<file path="src/rtl/uart_pkg.sv">
// Shared UART constants and the receiver state encoding.
package uart_pkg;

  localparam int unsigned DATA_BITS            = 8;
  localparam int unsigned SYS_CLK_HZ           = 12_000_000;
  localparam int unsigned BAUD_DEFAULT         = 9600;
  localparam int unsigned CLKS_PER_BIT_DEFAULT = SYS_CLK_HZ / BAUD_DEFAULT;

  localparam int unsigned CNT_W = 16;
  localparam int unsigned IDX_W = 3;

  localparam logic [2:0] ST_WAIT_HIGH = 3'd0;
  localparam logic [2:0] ST_IDLE      = 3'd1;
  localparam logic [2:0] ST_START     = 3'd2;
  localparam logic [2:0] ST_DATA      = 3'd3;
  localparam logic [2:0] ST_STOP      = 3'd4;
  localparam logic [2:0] ST_CLEANUP   = 3'd5;

  typedef enum logic [2:0] {
    s_WAIT_HIGH = ST_WAIT_HIGH,
    s_IDLE      = ST_IDLE,
    s_START     = ST_START,
    s_DATA      = ST_DATA,
    s_STOP      = ST_STOP,
    s_CLEANUP   = ST_CLEANUP
  } rx_state_t;

  // True for the states that belong to a frame in progress.
  function automatic logic in_frame(rx_state_t s);
    return (s == s_START) || (s == s_DATA) || (s == s_STOP);
  endfunction

endpackage

</file>
<file path="src/rtl/uart_rx_if.sv">
// Receiver-side signal bundle: serial line in, received byte and strobes out.
interface uart_rx_if
  import uart_pkg::*;
();

  logic                 rx;
  logic [DATA_BITS-1:0] data;
  logic                 data_valid;
  logic                 frame_error;
  logic                 busy;

  modport master (
    input  rx,
    output data,
    output data_valid,
    output frame_error,
    output busy
  );

  modport slave (
    output rx,
    input  data,
    input  data_valid,
    input  frame_error,
    input  busy
  );

endinterface

</file>
<file path="src/rtl/sync_2ff.sv">
// Two-flop synchronizer for a single asynchronous input.
module sync_2ff #(
  parameter logic RESET_VAL = 1'b1
) (
  input  logic clk,
  input  logic reset_n,
  input  logic d,
  output logic q
);

  logic meta;

  // Shift the asynchronous input through two flops.
  always_ff @(posedge clk or negedge reset_n) begin
    if (!reset_n) begin
      meta <= RESET_VAL;
      q    <= RESET_VAL;
    end else begin
      meta <= d;
      q    <= meta;
    end
  end

endmodule

</file>
<file path="src/rtl/uart_rx.sv">
// 8N1 UART receiver: mid-bit start check, centre sampling, one-cycle strobes.
module uart_rx
  import uart_pkg::*;
#(
  parameter int unsigned CLKS_PER_BIT = CLKS_PER_BIT_DEFAULT
) (
  input  logic      clk,
  input  logic      reset_n,
  uart_rx_if.master rx_if
);

  localparam int unsigned        HALF_BIT    = CLKS_PER_BIT / 2;
  localparam logic [CNT_W-1:0]   HALF_CNT    = CNT_W'(HALF_BIT);
  localparam logic [CNT_W-1:0]   BIT_END     = CNT_W'(CLKS_PER_BIT - 1);
  localparam logic [IDX_W-1:0]   LAST_IDX    = IDX_W'(DATA_BITS - 1);
  localparam logic [1:0]         SYNC_FILLED = 2'd2;

  logic                 rx_s;
  logic [1:0]           sync_fill;
  rx_state_t            state, state_nxt;
  logic [CNT_W-1:0]     cnt, cnt_nxt;
  logic [IDX_W-1:0]     idx, idx_nxt;
  logic [DATA_BITS-1:0] shift_q, shift_nxt;
  logic [DATA_BITS-1:0] data_q, data_nxt;
  logic                 dv_q, dv_nxt;
  logic                 fe_q, fe_nxt;
  logic                 busy_q, busy_nxt;

  sync_2ff #(
    .RESET_VAL (1'b1)
  ) u_sync (
    .clk     (clk),
    .reset_n (reset_n),
    .d       (rx_if.rx),
    .q       (rx_s)
  );

  // The synchronizer leaves reset high; rx_s is trusted only once both flops hold real line samples.
  always_ff @(posedge clk or negedge reset_n) begin
    if (!reset_n) begin
      sync_fill <= 2'd0;
    end else if (sync_fill != SYNC_FILLED) begin
      sync_fill <= sync_fill + 2'd1;
    end
  end

  // State, counters, shift register and registered outputs.
  always_ff @(posedge clk or negedge reset_n) begin
    if (!reset_n) begin
      state   <= s_WAIT_HIGH;
      cnt     <= '0;
      idx     <= '0;
      shift_q <= '0;
      data_q  <= '0;
      dv_q    <= 1'b0;
      fe_q    <= 1'b0;
      busy_q  <= 1'b0;
    end else begin
      state   <= state_nxt;
      cnt     <= cnt_nxt;
      idx     <= idx_nxt;
      shift_q <= shift_nxt;
      data_q  <= data_nxt;
      dv_q    <= dv_nxt;
      fe_q    <= fe_nxt;
      busy_q  <= busy_nxt;
    end
  end

  // Next-state and output decode.
  always_comb begin
    state_nxt = state;
    cnt_nxt   = cnt;
    idx_nxt   = idx;
    shift_nxt = shift_q;
    data_nxt  = data_q;
    dv_nxt    = 1'b0;
    fe_nxt    = 1'b0;

    unique case (state)
      s_WAIT_HIGH: begin
        if (rx_s && (sync_fill == SYNC_FILLED)) begin
          state_nxt = s_IDLE;
        end
      end
      s_IDLE: begin
        if (!rx_s) begin
          cnt_nxt   = '0;
          state_nxt = s_START;
        end
      end
      s_START: begin
        if (cnt == HALF_CNT) begin
          if (!rx_s) begin
            cnt_nxt   = '0;
            idx_nxt   = '0;
            state_nxt = s_DATA;
          end else begin
            state_nxt = s_IDLE;
          end
        end else begin
          cnt_nxt = cnt + CNT_W'(1);
        end
      end
      s_DATA: begin
        if (cnt == BIT_END) begin
          cnt_nxt        = '0;
          shift_nxt[idx] = rx_s;
          if (idx == LAST_IDX) begin
            state_nxt = s_STOP;
          end else begin
            idx_nxt = idx + IDX_W'(1);
          end
        end else begin
          cnt_nxt = cnt + CNT_W'(1);
        end
      end
      s_STOP: begin
        if (cnt == BIT_END) begin
          cnt_nxt = '0;
          if (rx_s) begin
            data_nxt  = shift_q;
            dv_nxt    = 1'b1;
            state_nxt = s_CLEANUP;
          end else begin
            fe_nxt    = 1'b1;
            state_nxt = s_WAIT_HIGH;
          end
        end else begin
          cnt_nxt = cnt + CNT_W'(1);
        end
      end
      s_CLEANUP: begin
        state_nxt = s_IDLE;
      end
      default: begin
        state_nxt = s_WAIT_HIGH;
      end
    endcase
  end

  // busy covers the edges at which a frame is both in progress and continuing.
  assign busy_nxt = in_frame(state) && in_frame(state_nxt);

  assign rx_if.data        = data_q;
  assign rx_if.data_valid  = dv_q;
  assign rx_if.frame_error = fe_q;
  assign rx_if.busy        = busy_q;

endmodule
</file>
<file path="src/flat_wrapper.sv">
// flat-port wrapper written by rule: the top's interface ports become plain ports
module uart_rx_flat import uart_pkg::*;
#(
  parameter int unsigned CLKS_PER_BIT = CLKS_PER_BIT_DEFAULT
)
  (clk, reset_n, rx_if_rx, rx_if_data, rx_if_data_valid, rx_if_frame_error, rx_if_busy);
  uart_rx_if rx_if_i ();
  input  logic clk;
  input  logic reset_n;
  input wire logic [$bits(rx_if_i.rx)-1:0] rx_if_rx;
  output wire logic [$bits(rx_if_i.data)-1:0] rx_if_data;
  output wire logic [$bits(rx_if_i.data_valid)-1:0] rx_if_data_valid;
  output wire logic [$bits(rx_if_i.frame_error)-1:0] rx_if_frame_error;
  output wire logic [$bits(rx_if_i.busy)-1:0] rx_if_busy;
  assign rx_if_i.rx = rx_if_rx;
  assign rx_if_data = rx_if_i.data;
  assign rx_if_data_valid = rx_if_i.data_valid;
  assign rx_if_frame_error = rx_if_i.frame_error;
  assign rx_if_busy = rx_if_i.busy;
  uart_rx #(.CLKS_PER_BIT(CLKS_PER_BIT)) u_core (.clk(clk), .reset_n(reset_n), .rx_if(rx_if_i));
endmodule
</file>
<file path="config.mk">
export PLATFORM = sky130hd
export DESIGN_NAME = uart_rx_flat
export DESIGN_NICKNAME = d
export VERILOG_FILES = /design/src/rtl/uart_pkg.sv /design/src/rtl/uart_rx_if.sv /design/src/rtl/sync_2ff.sv /design/src/rtl/uart_rx.sv /design/src/flat_wrapper.sv
export SDC_FILE = /design/constraint.sdc
export NUM_CORES = 1
export LEC_CHECK = 0
export ABC_AREA = 1
export BUFFER_PORTS_ARGS = -buffer_cell sky130_fd_sc_hd__clkbuf_2
export CAP_MARGIN = 20
export CORE_MARGIN = 5
export CORE_UTILIZATION = 61
export DETAILED_ROUTE_END_ITERATION = 6
export GPL_ROUTABILITY_DRIVEN = 0
export PLACE_DENSITY = 0.89
export RECOVER_POWER = 25
export SLEW_MARGIN = 20
export SYNTH_ARGS = -nofsm -noshare
export SYNTH_HDL_FRONTEND = slang
export SYNTH_SLANG_ARGS = --single-unit
</file>
<file path="constraint.sdc">
create_clock -name clk -period 2.1 [get_ports clk]
set_clock_uncertainty 0.05 [all_clocks]
set_input_delay 0.315 -clock clk [delete_from_list [all_inputs] [get_ports clk]]
set_output_delay 0.315 -clock clk [all_outputs]
set_load 0.005 [all_outputs]
</file>
==> results.md <==
- Syn_nets: about 360
- Critical Path RT: around 2.2 ns
- RSZ-0062 raised after global routing: false
- Post-CTS Setup Inserts: 0
- Vias: 2253
- Max clock buf depth: 2
- Clock Tree Root: clkbuf_8
- Status: finished clean
- Total core area: about 4000 um^2
- Largest net degree at the start of global routing: 46
- DRT iter0 DRCs: about 270
- Tmin final: around 1.8 ns
- Total global-route track usage: 20.9%
- Number of diodes: 0
- Worst setup EP type: flip-flop
- Crit start category: flip-flop
- Final setup viols: 0
- Synth area leaders: dfrtp_1, nand2_1, inv_1, nand3_1, nor2_1
- Vias per inst: 5.43
- Arrival time worst endpoint: 1.92 ns
- Synth-to-layout area growth: 8.79%
- Pwr dens: 899 nW/um^2
- Part of the cycle the worst path needs: between 80 and 90%
- Clk slew on worst S/H paths: 0.09 ns
- Relative slew slack: a little under a third
- Synth top area share: 42.2%
- Register area share after synthesis: 44.3%
- Worst Hold Class: input pin to flip-flop
- # rows: 23
- Hpwl dp: between 3000 and 4000 um
- Slew Limit Fails: 0
- Max Cap Viol: 0
- Synth cell types: 29
- Ys Warns: 0
- CP Max Fanout: 5
- Starting Density: a little over three fifths
- Worst-skew pair later-pin latency: ~0.29 ns
- H-tree depth: 2
- Hold_buf cts: 0
- Vias in the first global route: a little over 2000
- Final WS setup: between 0.3 and 0.4 ns
- Peak supply drop: about 530 uV
- Antenna-violating nets left: 0
- Worst slew pin tran: between 1 and 1.5 ns
- Initial antenna violation count: 0
- # nets final: about 370
- Avg Synthesized Cell Area: around 7.3 um^2
- Port Buffers: 13
- Fillers: ~320
- Leak: roughly 1.4 nW
- Num ports: 14
- Total global routing overflow: 0
- Synth area leader: dfrtp_1
- Pre-CTS WS: 0.183 ns
- Setup tns final: 0 ns
- First-pass GRT wire length: slightly above 9000 um
- CTS resizes: 0
- TritonRoute pass-1 iters: 4
- Post-Route WL: between 5000 and 6000 um
- Clk sink count: 45
- TritonCTS clock tree: done
- DRC: 0
- Cell count after synthesis: around 350
- Synthesized area: about 2500 um^2
- WL per Instance: 12.1 um
- Die area: roughly 5600 um^2
- Dpl cells: approximately 410
- Chip height: 74.6 um
- Synth Register Bits: between 40 and 50
- Layout Cells excl Fill: roughly 420
- Die Wd: 74.6 um
- Final hold vios: 0
- Critical path type: flip-flop to flip-flop
- Share of cells above drive strength 1: approximately 14%
- Max Freq: ~560 MHz
- Total CTS buffers: 5
==> per-stage QoR <==
| step | power [mW] | instance area (um^2) | hold WS [ns] | utilization (%) |
|---|---|---|---|---|
| after CTS | 2.49 | 2770 | 0.0354 | 68.8 |
| after global routing | 2.67 | 2770 | 0.0229 | 68.8 |
| after global placement | 1.81 | 2660 | 0.296 | 65.9 |
| final | 2.49 | 2770 | 0.0426 | 68.8 |
| after floorplan | 1.70 | 2550 | -0.0306 | - |
| after detailed placement | 1.84 | 2660 | 0.298 | 65.9 |
==> critical path, cell delays in order (launching register included) <==
cell and delay [ns]:
dfrtp_1 0.42, ha_1 0.22, nand3_1 0.11, nor2_1 0.24, inv_1 0.11, nor2_1 0.21, nand4_1 0.12, o211ai_1 0.10
o21ai_1 0.08
==> path summary, 6_finish.rpt <==
kind                                               from                            to  slack, ns  depth (start not counted)
setup reg to reg              u_core.cnt[0]$_DFFE_PN0P_    u_core.cnt[14]$_DFFE_PN0P_       0.31                          8
min in group asynchronous                       reset_n    u_core.cnt[14]$_DFFE_PN0P_       0.21                          2
hold / removal                                 rx_if_rx  u_core.u_sync.meta$_DFF_PN1_       0.04                          1
setup / recovery              u_core.cnt[0]$_DFFE_PN0P_    u_core.cnt[14]$_DFFE_PN0P_       0.31                          8
max in group asynchronous                       reset_n    u_core.cnt[12]$_DFFE_PN0P_       1.14                          2
hold reg to reg            u_core.u_sync.meta$_DFF_PN1_     u_core.u_sync.q$_DFF_PN1_       0.31                          0
==> cells in the final DEF (no fill, tap or decap), drive strengths merged <==
cell,count
clkinvlp,1
xnor2,1
a21oi,5
dfstp,2
nand3,30
xor2,1
nand2,134
buf,1
o22ai,1
a22oi,1
o211ai,3
clkbuf,19
nor3,6
clkinv,1
o31ai,1
nand4,9
inv,43
dfrtp,43
ha,5
nand3b,2
bufinv,1
nor2,37
o21ai,18
==> flip-flops by register name (all words and copies together), names as in the netlist <==
register and flops:
u_core.shift_q 8, u_core.idx 3, u_core.state 3, u_core.rx_if.frame_error 1, u_core.rx_if.data_valid 1, u_core.rx_if.data 8, u_core.u_sync.q 1, u_core.u_sync.meta 1
u_core.sync_fill 2, u_core.cnt 16, u_core.rx_if.busy 1
==> cell usage after synthesis (all sizes together) <==
master and number:
nand3 30, o31ai 1, dfrtp 43, nor3 6, nand3b 2, inv 43, ha 5, o22ai 1
o21ai 18, nor2 37, nand4 9, a21oi 5, a22oi 1, dfstp 2, clkbuf 2, xnor2 1
xor2 1, nand2 134, buf 3, o211ai 3
==> report_power, final <==
group,switching (mW),internal (mW)
Combinational,0.591,0.229
Sequential,0.0837,0.940
Clock,0.292,0.356
Total,0.966,1.53
==> per-layer routing <==
metal	track usage [%]	up-vias	share of wire, %
li1	-	1137	-
met1	29.5	1031	45
met2	32.8	79	47
met3	4.14	6	6.1
met4	6.32	0	1.1
met5	0	-	0
==> final cells by class <==
type / instances / area, um^2 / share of cell area (%)
clock buffer: 5 / 68.8 / 2.48
clock inverter: 3 / 46.3 / 1.67
inverter: 43 / 161 / 5.82
multi-input combinational: 254 / 1230 / 44.2
sequential: 45 / 1130 / 40.7
tap: 50 / 62.6 / 2.26
timing repair buffer: 15 / 77.6 / 2.80
==> logic make-up after synthesis <==
logic type / Yosys count / share of synthesized area, %
DFF: 45 / 44.3
adders and majority gates: 5 / 2.46
xor gates and xnor gates: 2 / 0.688
buffers and inverters: 48 / 7.71
and+or+nand+nor: 218 / 38.6
AOI/OAI and AO/OA: 29 / 6.24
No activity file was read; power rests on OpenSTA's default activity.
